[src/rtl/aer_rx_handshake_pkg.sv]
// aer_pkg: definitions shared between the AER receiver and the downstream
// event decoder.
//   AER_DATA_W  : default width of the DAVIS240C address bus
//   aer_state_e : handshake FSM state encoding (also visible on the
//                 receiver's debug port)
//   aer_word_t  : one captured AER address word
package aer_pkg;

  localparam int AER_DATA_W = 10;

  typedef enum logic [1:0] {
    ST_IDLE    = 2'd0,
    ST_SETTLE  = 2'd1,
    ST_CAPTURE = 2'd2,
    ST_ACK     = 2'd3
  } aer_state_e;

  typedef logic [AER_DATA_W-1:0] aer_word_t;

endpackage

[src/rtl/aer_rx_handshake_sync_2ff.sv]
// sync_2ff: two-flop synchroniser for asynchronous chip pins.
//   clk_i : destination clock
//   rst_i : synchronous active-high reset; both flops load RESET_VAL
//   d_i   : asynchronous input (WIDTH bits, each bit treated independently)
//   q_o   : synchronised output, two clk cycles behind d_i
module sync_2ff #(
  parameter int              WIDTH     = 1,
  parameter logic [WIDTH-1:0] RESET_VAL = '0
) (
  input  logic             clk_i,
  input  logic             rst_i,
  input  logic [WIDTH-1:0] d_i,
  output logic [WIDTH-1:0] q_o
);

  logic [WIDTH-1:0] s1_q;
  logic [WIDTH-1:0] s2_q;

  always_ff @(posedge clk_i) begin
    if (rst_i) begin
      s1_q <= RESET_VAL;
      s2_q <= RESET_VAL;
    end else begin
      s1_q <= d_i;
      s2_q <= s1_q;
    end
  end

  assign q_o = s2_q;

endmodule

[src/rtl/aer_rx_handshake.sv]
// aer_rx_handshake: receiver end of the DAVIS240C AER bus.
// Synchronises the active-low request, waits for the address bus to settle,
// captures the word into a one-entry output slot, then runs a four-phase
// active-low acknowledge with the chip.
//   clk, rst     : system clock, synchronous active-high reset
//   aer_req_n    : chip request, active low, asynchronous
//   aer_data     : chip address bus, stable while the request is asserted
//   aer_ack_n    : registered acknowledge to the chip, active low
//   m_data       : captured event word
//   m_valid      : m_data holds an unconsumed word
//   m_ready      : downstream accepts the word
//   event_count  : words captured since reset (wraps)
//   err_timeout  : sticky, chip held its request too long in ACK
//   dbg_state    : current handshake FSM state
//
// Stream handshake: a word moves downstream on every clk edge where
// m_valid && m_ready are both high. While m_valid is high and m_ready is low,
// m_data does not change. m_valid never depends combinationally on m_ready.
module aer_rx_handshake
  import aer_pkg::*;
#(
  parameter int DATA_W      = AER_DATA_W,
  parameter int SETTLE_CYC  = 2,
  parameter int ACK_MIN_CYC = 1,
  parameter int TIMEOUT_CYC = 1024
) (
  input  logic              clk,
  input  logic              rst,
  input  logic              aer_req_n,
  input  logic [DATA_W-1:0] aer_data,
  output logic              aer_ack_n,
  output logic [DATA_W-1:0] m_data,
  output logic              m_valid,
  input  logic              m_ready,
  output logic [31:0]       event_count,
  output logic              err_timeout,
  output aer_state_e        dbg_state
);

  localparam int SET_W = $clog2(SETTLE_CYC) + 1;
  localparam int ACK_W = $clog2(ACK_MIN_CYC) + 1;
  localparam int TMO_W = $clog2(TIMEOUT_CYC) + 1;

  // The IDLE cycle that first sees the request is counted as the first
  // settle cycle, so SETTLE itself lasts SETTLE_CYC-1 cycles.
  localparam logic [SET_W-1:0] SETTLE_LAST = SET_W'((SETTLE_CYC >= 2) ? (SETTLE_CYC - 2) : 0);
  localparam logic [ACK_W-1:0] ACK_LAST    = ACK_W'(ACK_MIN_CYC - 1);
  localparam logic [TMO_W-1:0] TMO_LAST    = TMO_W'(TIMEOUT_CYC - 1);

  aer_state_e        state_q, state_d;
  logic [SET_W-1:0]  set_cnt_q, set_cnt_d;
  logic [ACK_W-1:0]  ack_cnt_q, ack_cnt_d;
  logic [TMO_W-1:0]  tmo_cnt_q, tmo_cnt_d;
  logic              ack_n_q, ack_n_d;
  logic [DATA_W-1:0] m_data_q, m_data_d;
  logic              m_valid_q, m_valid_d;
  logic [31:0]       count_q, count_d;
  logic              err_q, err_d;

  logic req_n_s;
  logic req;
  logic slot_free;
  logic load;

  sync_2ff #(
    .WIDTH     (1),
    .RESET_VAL (1'b1)
  ) u_req_sync (
    .clk_i (clk),
    .rst_i (rst),
    .d_i   (aer_req_n),
    .q_o   (req_n_s)
  );

  assign req       = ~req_n_s;
  assign slot_free = ~m_valid_q | m_ready;
  // A request that disappears before capture is a glitch: nothing is loaded.
  assign load      = (state_q == ST_CAPTURE) && req && slot_free;

  // State register
  always_ff @(posedge clk) begin
    if (rst) state_q <= ST_IDLE;
    else     state_q <= state_d;
  end

  // Next-state logic
  always_comb begin
    state_d = state_q;
    unique case (state_q)
      ST_IDLE: begin
        if (req) state_d = (SETTLE_CYC < 2) ? ST_CAPTURE : ST_SETTLE;
      end
      ST_SETTLE: begin
        if (!req)                          state_d = ST_IDLE;
        else if (set_cnt_q == SETTLE_LAST) state_d = ST_CAPTURE;
      end
      ST_CAPTURE: begin
        if (!req)           state_d = ST_IDLE;
        else if (slot_free) state_d = ST_ACK;
      end
      ST_ACK: begin
        // ack_cnt_q holds ACK cycles already completed; this one makes +1.
        if (!req && (ack_cnt_q >= ACK_LAST)) state_d = ST_IDLE;
      end
      default: state_d = ST_IDLE;
    endcase
  end

  // Output / datapath logic
  always_comb begin
    set_cnt_d = '0;
    ack_cnt_d = '0;
    tmo_cnt_d = '0;
    ack_n_d   = (state_d != ST_ACK);
    m_data_d  = m_data_q;
    m_valid_d = m_valid_q & ~m_ready;
    count_d   = count_q;
    err_d     = err_q;

    if (state_q == ST_SETTLE) set_cnt_d = set_cnt_q + SET_W'(1);

    if (state_q == ST_ACK) begin
      ack_cnt_d = (ack_cnt_q == ACK_LAST) ? ack_cnt_q : ack_cnt_q + ACK_W'(1);
      tmo_cnt_d = (tmo_cnt_q == TMO_LAST) ? tmo_cnt_q : tmo_cnt_q + TMO_W'(1);
      if ((state_d == ST_ACK) && (tmo_cnt_q == TMO_LAST)) err_d = 1'b1;
    end

    // A load in the same cycle as a consume keeps m_valid high.
    if (load) begin
      m_data_d  = aer_data;
      m_valid_d = 1'b1;
      count_d   = count_q + 32'd1;
    end
  end

  always_ff @(posedge clk) begin
    if (rst) begin
      set_cnt_q <= '0;
      ack_cnt_q <= '0;
      tmo_cnt_q <= '0;
      ack_n_q   <= 1'b1;
      m_data_q  <= '0;
      m_valid_q <= 1'b0;
      count_q   <= '0;
      err_q     <= 1'b0;
    end else begin
      set_cnt_q <= set_cnt_d;
      ack_cnt_q <= ack_cnt_d;
      tmo_cnt_q <= tmo_cnt_d;
      ack_n_q   <= ack_n_d;
      m_data_q  <= m_data_d;
      m_valid_q <= m_valid_d;
      count_q   <= count_d;
      err_q     <= err_d;
    end
  end

  assign aer_ack_n   = ack_n_q;
  assign m_data      = m_data_q;
  assign m_valid     = m_valid_q;
  assign event_count = count_q;
  assign err_timeout = err_q;
  assign dbg_state   = state_q;

endmodule

[config.mk]
export PLATFORM = sky130hd
export DESIGN_NAME = aer_rx_handshake
export DESIGN_NICKNAME = d
export VERILOG_FILES = /design/src/rtl/aer_rx_handshake_pkg.sv /design/src/rtl/aer_rx_handshake_sync_2ff.sv /design/src/rtl/aer_rx_handshake.sv
export SDC_FILE = /design/constraint.sdc
export NUM_CORES = 1
export LEC_CHECK = 0
export CORE_MARGIN = 5
export CORE_UTILIZATION = 53
export DETAILED_ROUTE_END_ITERATION = 8
export GPL_TIMING_DRIVEN = 1
export PLACE_DENSITY = 0.93
export SKIP_LAST_GASP = 1
export SYNTH_ARGS = -nofsm -noshare
export SYNTH_HDL_FRONTEND = slang
export SYNTH_HIERARCHICAL = 1
export SYNTH_SLANG_ARGS = --single-unit
[constraint.sdc]
create_clock -name clk -period 3.95 [get_ports clk]
set_input_delay 0.79 -clock clk [delete_from_list [all_inputs] [get_ports clk]]
set_output_delay 0.79 -clock clk [all_outputs]
set_load 0.05 [all_outputs]
==> results.md, run 1 <==
* Crit Path Class: primary input to flip-flop
* Worst-margin pin slew at 0.6649 ns
* Fin. Hold Viols at 0
* Hold_ws at 0.4164 ns
* RSZ-0062 raised after global routing: no
* Vias in the first global route at 2452
* PortBufs at 60
* Leak at 1.136 nW
* Top Usage Layer GRT: met2
* Synth top cells by count: 62 x dfxtp_1, 37 x nor2_1, 36 x nand2_1
* Gate count after technology mapping at 301
* DRC viols at 0
* Ant diodes at 0
* Clock Pin Slew Worst Setup and Hold Paths at 0.07 ns
* Net count after synthesis at 318
* CTS tree: yes
* Crit path depth at 6
* Hold WC Path Type: flip-flop to flip-flop
* VDD IR max at 0.3223 mV
* Final Setup Violations at 0
* Die area at 6530 um^2
* Worst path bufs/invs at 1
* Skew-Pair Late Insertion Delay at 0.34 ns
* Share of layout cells above drive strength 1 at 7.902%
* Max Slew Vio Count at 0
* Avg Inst Size Synth at 8.829 um^2
* Die X at 80.81 um
* Core box area at 4786 um^2
* Worst R2R Path Depth at 5
* Delay-heaviest family, CP: simple AND/OR/NAND/NOR gates
* Die Ht at 80.81 um
* TritonRoute pass-1 iters at 4
* Total power at 0.001268 W
* Final WL at 6.376 mm
* Number of vias in the routed layout at 2429
* Rel. slew slack at 55.33%
* Pre-CTS WS at 1.019 ns
* Number of synthesized flops with an enable pin at 0
* Highest clock rate at 383.8 MHz
* CP max stage delay at 0.50 ns
* Critical path, cell by cell: clkdlybuf4s50_1, nor2b_1, nor2_2, nand4_1, or4_1, a21oi_1
* Crit-path max FO at 15
* Clock skew at 0.01108 ns
* Cells on Worst Hold Path at 1
* Power density over the cells at 360.6 nW/um^2
* GR met2 Demand/Resource at 35.47%
* Startpoint class of the critical path: primary input
* Root Driver: clkbuf_8
* Synth area leader: dfxtp_1
* Final GP Congestion at 0.7837
* Area contributors post-synth: dfxtp_1 47%, xnor2_1 5.6%, nor2_1 5.2%
* Total GRT Usage at 21.34%
* Mapped cell area at 2658 um^2
* Synth unique cells at 40
* Sequential share of the synthesized area at 46.70%
* Post-DP HPWL at 4.428 mm
* Crit end category: flip-flop
* H-tree depth at 3
* Top-count cell post-synth: dfxtp_1
* Worst endpoint required time at 4.22 ns
* Top cell type's share of synthesized area at 46.70%
* Setup ws final at 1.344 ns
* Detail Route Antenna Nets at 0
* Final worst-path cycle share at 65.96%
* Fillers at 345
* Post-CTS Resized at 0
* Min Tclk post-route at 2.606 ns
* Max cap viols at 0
* Initial Utilization at 55.53%
* WL/cell at 14.69 um
* Initial antenna violation count at 0
* Clock Tree Buf Depth at 2
* Number of synthesized register bits at 62
* Syn. warnings at 6
* Post-DR vias/cell at 5.597
* Asr flop ratio synth at 0%
* Site row count at 25
* Met1 usage at 23.01%
* Setup TNS at 0 ns
* CTS buffer count at 9
* Clk sink count at 62
* Post-CTS setup buffer count at 0
* First-pass GRT wire length at 10.79 mm
* CTS Hold Buffers Added at 0
* CP arrival at 2.88 ns
* Worst path slowest cell: or4_1
* Main synth FF type: dfxtp_1
* Overflow after GRT at 0
* Synthesis-to-finish area growth at 32.30%
* Pin count of the biggest net entering global routing at 39
* Io pins at 61
* NumNets Final at 379
* Met3 GRT Util at 10.75%
* 1st-iter DRT viols at 145
* Outcome: completed
## logic make-up (layout without fill, tap and decap cells)
| group | count (synthesis) | count (layout) | share of synthesized area (%) |
|---|---|---|---|
| AND/OR/NAND/NOR | 150 | 150 | 30.93 |
| flip-flops | 62 | 62 | 46.70 |
| AO/OA/AOI/OAI | 33 | 33 | 6.685 |
| XOR/XNOR | 32 | 32 | 10.55 |
| buffers and inverters | 19 | 85 | 2.966 |
| adder cells (fa/ha/maj) | 3 | 3 | 1.413 |
| multiplexers | 2 | 2 | 0.7533 |
## power by group
part,switching [W],total (W),internal (W)
clock,0.000243,0.000614,0.000371
combinational,0.0000121,0.0000259,0.0000138
sequential,0.00000128,0.000628,0.000626
## registers in the layout, summed over array words and instances, names as in the netlist
name,cells
dbg_state,2
err_timeout,1
tmo_cnt_q,11
u_req_sync/s1_q,1
u_req_sync/q_o,1
set_cnt_q,2
m_valid,1
m_data,10
aer_ack_n,1
event_count,32
## layout by cell type (no fill, tap or decap), drive strengths merged, types with 9 or more instances in the layout
cell type      netlist  final
nand3               14     14
xnor2               17     17
nor2                38     38
nand4               16     16
clkbuf               9     12
nand2               36     36
dfxtp               62     62
a21oi               23     23
xor2                15     15
nor3                 9      9
clkdlybuf4s50        0     60
## final timing paths
kind / start / endpoint / slack (ns)
setup / recovery: m_ready / event_count[29]$_SDFFE_PP0P_ / 1.34
hold / removal: u_req_sync/s1_q$_SDFF_PP1_ / u_req_sync/q_o$_SDFF_PP1_ / 0.42
setup reg to reg: dbg_state[1]$_SDFF_PP0_ / event_count[29]$_SDFFE_PP0P_ / 1.43
hold reg to reg: u_req_sync/s1_q$_SDFF_PP1_ / u_req_sync/q_o$_SDFF_PP1_ / 0.42
## per-layer routing
metal / vias to the layer above / wire, um
met4: 0 / 113
met2: 85 / 3040
met1: 1167 / 2602
met3: 12 / 620
met5: - / 0
li1: 1165 / -
## layout make-up
cell class / instances / area, um^2 / share of cell area (%)
flip-flops and latches: 62 / 1241 / 35.30
repair buffers: 61 / 608.1 / 17.30
multi-input cells: 220 / 1338 / 38.04
clock buffers: 12 / 145.1 / 4.128
clock inverters: 4 / 70.07 / 1.993
inverters: 8 / 30.03 / 0.8541
well taps: 67 / 83.83 / 2.384
## stage by stage
step	std cells	util, %	area, um^2
after floorplan	301	-	2658
after global placement	418	68.97	3301
after detailed placement	418	68.97	3301
after CTS	434	73.46	3516
after global routing	434	73.46	3516
final	434	73.46	3516
Note: power is estimated with default switching activity, not from simulation.
==> run 2, diff against run 1 <==
Settings changed: CORE_UTILIZATION 53 to 50, PLACE_DENSITY 0.93 to 0.89.
Clock period 3.95 ns to 2.6 ns, I/O delays scaled along.
==> results.md, run 2 (synthesis results as in run 1) <==
* Outcome: completed
* Post-DP HPWL at 4.463 mm (+0.79%)
* Max Slew Vio Count at 0 (unchanged)
* Placed Area at 3342 um^2 (+1.3%)
* Worst path slowest cell: or4_4
* Worst endpoint required time at 2.82 ns (-1.40 ns)
* Clock Tree Buf Depth at 2 (unchanged)
* Crit Path Class: flip-flop to flip-flop
* CTS buffer count at 9 (unchanged)
* Hold endpoint: u_req_sync/q_o$_SDFF_PP1_
* Site row count at 26 (+4.0%)
* Io pins at 61 (unchanged)
* VDD IR max at 0.3449 mV (+7.0%)
* Commonest non-fill, non-tap cell in the layout: dfxtp_1
* WL/cell at 14.11 um (-3.9%)
* Leak at 1.171 nW (+3.0%)
* Crit path depth at 5 (-1)
* Beginning of the worst hold path: u_req_sync/s1_q$_SDFF_PP1_
* Final GP Congestion at 0.8349 (+6.5%)
* Fillers at 423 (+23%)
* Number of vias in the routed layout at 2339 (-3.7%)
* CP arrival at 2.40 ns (-0.48 ns)
* Die X at 82.91 um (+2.6%)
* Crit-path max FO at 10 (-5)
* 1st-iter DRT viols at 148 (+2.1%)
* Root Driver: clkbuf_8
* Highest clock rate at 456.9 MHz
* Core box area at 5140 um^2 (+7.4%)
* Power density over the cells at 549.5 nW/um^2 (+52%)
* Hold WC Path Type: flip-flop to flip-flop
* First-pass GRT wire length at 10.82 mm (+0.26%)
* Worst-margin pin slew at 0.5749 ns (-0.08999 ns)
* TritonRoute pass-1 iters at 4 (unchanged)
* RSZ-0062 raised after global routing: no
* Rel. slew slack at 61.57% (+6.2 points)
* Worst R2R Path Depth at 5 (unchanged)
* Max cap viols at 0 (unchanged)
* Synthesis-to-finish area growth at 34.56%
* CP max stage delay at 0.64 ns (+0.14 ns)
* Post-CTS Resized at 0 (unchanged)
* Vias in the first global route at 2385 (-2.7%)
* Hold_ws at 0.4118 ns (-0.004639 ns)
* Multi-input gate area at 1338 um^2 (unchanged)
* Total power at 0.001965 W (+55%)
* Initial Utilization at 51.70% (-3.8 points)
* Layout Utilization at 69.57% (-3.9 points)
* PortBufs at 60 (unchanged)
* Overflow after GRT at 0 (unchanged)
* CTS tree: yes
* Die area at 6873 um^2 (+5.3%)
* Post-DR vias/cell at 5.292 (-5.4%)
* Min Tclk post-route at 2.189 ns
* Final Setup Violations at 0 (unchanged)
* Post-CTS setup buffer count at 0 (unchanged)
* Largest register FFs at 32 (unchanged)
* Ant diodes at 0 (unchanged)
* CTS Hold Buffers Added at 0 (unchanged)
* Clock Pin Slew Worst Setup and Hold Paths at 0.07 ns (about the same)
* Reg2reg end: event_count[23]$_SDFFE_PP0P_
* Final worst-path cycle share at 84.18%
* Clock skew at 0.006403 ns (-0.004674 ns)
* Commonest cells after routing, fill and taps aside: 62 x dfxtp_1, 60 x clkdlybuf4s50_1, 37 x nor2_1
* NumNets Final at 384 (+1.3%)
* Register-to-register setup slack at 0.41 ns (-1.02 ns)
* Crit end category: flip-flop
* Final WL at 6.238 mm (-2.2%)
* Setup TNS at 0 ns (unchanged)
* Delay-heaviest family, CP: simple AND/OR/NAND/NOR gates
* Worst path bufs/invs at 0 (-1)
* Die Ht at 82.91 um (+2.6%)
* Total GRT Usage at 19.08% (-2.3 points)
* H-tree depth at 3 (unchanged)
* Startpoint class of the critical path: flip-flop
* Fin area at 3576 um^2 (+1.7%)
* Critical path, cell by cell: or3b_4, or4_4, nor4_4, xnor2_1, nor2_1
* Cells on Worst Hold Path at 1 (unchanged)
* Initial antenna violation count at 0 (unchanged)
* Reg area at 1241 um^2 (unchanged)
* DRC viols at 0 (unchanged)
* Clk sink count at 62 (unchanged)
* Detail Route Antenna Nets at 0 (unchanged)
* RR Startpoint: dbg_state[1]$_SDFF_PP0_
* Fin. Hold Viols at 0 (unchanged)
* Share of layout cells above drive strength 1 at 9.409% (+1.5 points)
* Skew-Pair Late Insertion Delay at 0.33 ns (about the same)
* Pin count of the biggest net entering global routing at 29 (-26%)
==> run 2: cell types whose count changed in the layout (fill, tap and decap cells not counted) <==
cell | before | now
clkbuf_1 | 2 | 1
clkinv_2 | 2 | 1
clkbuf_8 | 10 | 12
buf_4 | 1 | 6
==> run 2: final cells by class <==
class                   count  area share (%)
inverters                   8          0.8397
flip-flops and latches     62           34.71
clock inverters             3           1.819
repair buffers             66           18.05
multi-input cells         220           37.40
well taps                  70           2.449
clock buffers              13           4.724
==> run 2: worst max path at each step <==
stage	slack, ns	endpoint	start
final	0.41	event_count[23]$_SDFFE_PP0P_	dbg_state[1]$_SDFF_PP0_
after global routing	0.32	event_count[23]$_SDFFE_PP0P_	dbg_state[1]$_SDFF_PP0_
after CTS	0.40	event_count[23]$_SDFFE_PP0P_	dbg_state[1]$_SDFF_PP0_
after detailed placement	0.21	event_count[23]$_SDFFE_PP0P_	m_ready
after global placement	0.25	event_count[23]$_SDFFE_PP0P_	m_ready
after floorplan	0.18	event_count[23]$_SDFFE_PP0P_	dbg_state[1]$_SDFF_PP0_
==> run 2: through the flow <==
| step | cells | worst slack (ns) |
|---|---|---|
| 2_1_floorplan | 301 | 0.1811 |
| 3_3_place_gp | 426 | 0.2503 |
| 3_5_place_dp | 426 | 0.2059 |
| 4_1_cts | 442 | 0.4019 |
| 5_1_grt | 442 | 0.3161 |
| 6_report | 442 | 0.4113 |
==> run 2: layer usage <==
metal | vias up | track usage, % | wire length [um]
met5 | - | 0 | 0
met4 | 0 | 8.321 | 84
met3 | 8 | 8.317 | 550
met2 | 62 | 32.14 | 3025
met1 | 1094 | 20.75 | 2578
li1 | 1175 | - | -
==> run 2: power by group <==
part	total (W)	leakage, nW	internal [W]	switching, W
logic	0.0000403	0.552	0.0000221	0.0000183
registers	0.000954	0.500	0.000952	0.00000196
clock network	0.000971	0.120	0.000617	0.000354
==> run 2: worst register-to-register path, delay by kind of cell (launching register included) <==
| kind | cells | cell delay (ns) |
|---|---|---|
| simple gates | 4 | 1.46 |
| xor+xnor | 1 | 0.15 |
| flops | 1 | 0.46 |
==> run 3, diff against run 2 <==
Settings changed: CORE_UTILIZATION 50 to 45, PLACE_DENSITY 0.89 to 0.85.
Clock period 2.6 ns to 2 ns, I/O delays scaled along.
==> results.md, run 3 (synthesis results as in run 1) <==
* Final GP Congestion at 0.7955 (-4.7%)
* Highest clock rate at 509.1 MHz
* 1st-iter DRT viols at 136 (-8.1%)
* Setup TNS at 0 ns (unchanged)
* Total GRT Usage at 18.03% (-1.0 points)
* Reg2reg end: event_count[27]$_SDFFE_PP0P_
* Crit Path Class: flip-flop to primary output
* Clock skew at 0.01266 ns (+0.006254 ns)
* Rel. slew slack at 57.26% (-4.3 points)
* Overflow after GRT at 0 (unchanged)
* Hold WC Path Type: primary input to flip-flop
* Placed Area at 3427 um^2 (+2.5%)
* Worst R2R Path Depth at 5 (unchanged)
* Fin. Hold Viols at 0 (unchanged)
* PortBufs at 60 (unchanged)
* TritonRoute pass-1 iters at 4 (unchanged)
* Worst endpoint required time at 1.60 ns (-1.22 ns)
* Commonest cells after routing, fill and taps aside: 45 x dfxtp_1, 41 x clkdlybuf4s50_1, 37 x nor2_1
* Largest register FFs at 32 (unchanged)
* H-tree depth at 3 (unchanged)
* Final worst-path cycle share at 98.22%
* Detail Route Antenna Nets at 0 (unchanged)
* Vias in the first global route at 2421 (+1.5%)
* Crit end category: primary output
* Leak at 1.338 nW (+14%)
* Non-filler instance count after layout at 456 (+3.2%)
* Initial Utilization at 45.70% (-6.0 points)
* Site row count at 28 (+7.7%)
* Skew-Pair Late Insertion Delay at 0.34 ns (about the same)
* Register-to-register setup slack at 0.06 ns (-0.35 ns)
* Min Tclk post-route at 1.964 ns
* Critical path, cell by cell: clkdlybuf4s50_1
* Setup ws final at 0.03565 ns (-0.3757 ns)
* Crit-path max FO at 4 (-6)
* Delay-heaviest family, CP: buffers and inverters
* Die area at 7543 um^2 (+9.7%)
* Crit path depth at 1 (-4)
* Die Ht at 86.85 um (+4.8%)
* Pin count of the biggest net entering global routing at 43 (+48%)
* Commonest non-fill, non-tap cell in the layout: dfxtp_1
* Placed cell count at 440 (+3.3%)
* Worst-margin pin slew at 0.6393 ns (+0.06438 ns)
* CP arrival at 1.56 ns (-0.84 ns)
* CTS tree: yes
* Worst setup startpoint: event_count[28]$_SDFFE_PP0P_
* Core box area at 5816 um^2 (+13%)
* Final Setup Violations at 0 (unchanged)
* Worst path bufs/invs at 1 (+1)
* Max cap viols at 0 (unchanged)
* DRC viols at 0 (unchanged)
* RSZ-0062 raised after global routing: yes
* Ant diodes at 0 (unchanged)
* CP endpoint: event_count[28]
* Clock Tree Buf Depth at 2 (unchanged)
* CP max stage delay at 0.83 ns (+0.19 ns)
* Startpoint class of the critical path: flip-flop
* Outcome: completed
* Post-CTS setup buffer count at 0 (unchanged)
* Io pins at 61 (unchanged)
* Power density over the cells at 640.2 nW/um^2 (+17%)
* First-pass GRT wire length at 10.74 mm (-0.70%)
* Fin area at 3620 um^2 (+1.2%)
* Die X at 86.85 um (+4.8%)
* Initial antenna violation count at 0 (unchanged)
* Synthesis-to-finish area growth at 36.21%
* Pre-CTS WS at -0.2604 ns (-0.4662 ns)
* Root Driver: clkbuf_8
* Final WL at 6.431 mm (+3.1%)
* CTS buffer count at 9 (unchanged)
* Share of layout cells above drive strength 1 at 17.59% (+8.2 points)
* NumNets Final at 393 (+2.3%)
* VDD IR max at 0.3383 mV (-1.9%)
* WL/cell at 14.10 um (about the same)
* Clock Pin Slew Worst Setup and Hold Paths at 0.07 ns (about the same)
* Clk sink count at 62 (unchanged)
* Post-DP HPWL at 4.650 mm (+4.2%)
* Number of vias in the routed layout at 2444 (+4.5%)
* Post-DR vias/cell at 5.360 (+1.3%)
* Worst path slowest cell: clkdlybuf4s50_1
* Max Slew Vio Count at 0 (unchanged)
* RR Startpoint: dbg_state[1]$_SDFF_PP0_
## run 3: cell count changes in the layout (fill, tap and decap cells not counted), sizes merged
cell | previous run | this run
clkinvlp | 0 | 1
bufinv | 2 | 1
buf | 6 | 22
clkinv | 1 | 2
clkbuf | 13 | 12
dlygate4sd2 | 0 | 7
clkdlybuf4s50 | 60 | 41
dlymetal6s2s | 0 | 5
## run 3: what timing repair did
item / in CTS / in global routing
hold buffers: 0 / 0
setup endpoints to repair: 7 / 7
gates resized for setup: 7 / 6
gates cloned: 0 / 0
## run 3: worst min path at each step
stage / slack [ns] / cells after the start / from / end
2_1_floorplan: 0.38 / 1 / u_req_sync/s1_q$_SDFF_PP1_ / u_req_sync/q_o$_SDFF_PP1_
3_3_place_gp: 0.40 / 1 / u_req_sync/s1_q$_SDFF_PP1_ / u_req_sync/q_o$_SDFF_PP1_
3_5_place_dp: 0.40 / 1 / u_req_sync/s1_q$_SDFF_PP1_ / u_req_sync/q_o$_SDFF_PP1_
4_1_cts: 0.34 / 2 / rst / dbg_state[1]$_SDFF_PP0_
5_1_grt: 0.35 / 2 / rst / dbg_state[1]$_SDFF_PP0_
6_report: 0.37 / 2 / rst / dbg_state[1]$_SDFF_PP0_
## run 3: layout make-up
cell class / instances / area, um^2
clock buffer: 12 / 135.1
tap: 75 / 93.84
timing repair buffer: 75 / 696.9
inverter: 8 / 30.03
fill: 538 / 2196
multi-input combinational: 220 / 1344
clock inverter: 4 / 47.55
sequential: 62 / 1272
## run 3: power by group
part / switching, W / internal, W
logic: 0.0000248 / 0.0000278
registers: 0.00000125 / 0.00123
clock network: 0.000459 / 0.000572
## run 3: per-stage QoR
step	hold slack [ns]	utilization (%)	total power, W
after global routing	0.3522	62.24	0.002416
after floorplan	0.3832	-	0.001280
after global placement	0.3951	58.93	0.001313
final	0.3657	62.24	0.002317
after CTS	0.3383	61.92	0.002349
after detailed placement	0.4035	58.93	0.001314
## run 3: layer usage
metal | vias up | wire length (um) | GRT usage [%]
met1 | 1167 | 2598 | 20.09
met3 | 10 | 514 | 6.433
met5 | - | 0 | 0
met2 | 72 | 3226 | 30.85
li1 | 1195 | - | -
met4 | 0 | 92 | 7.790
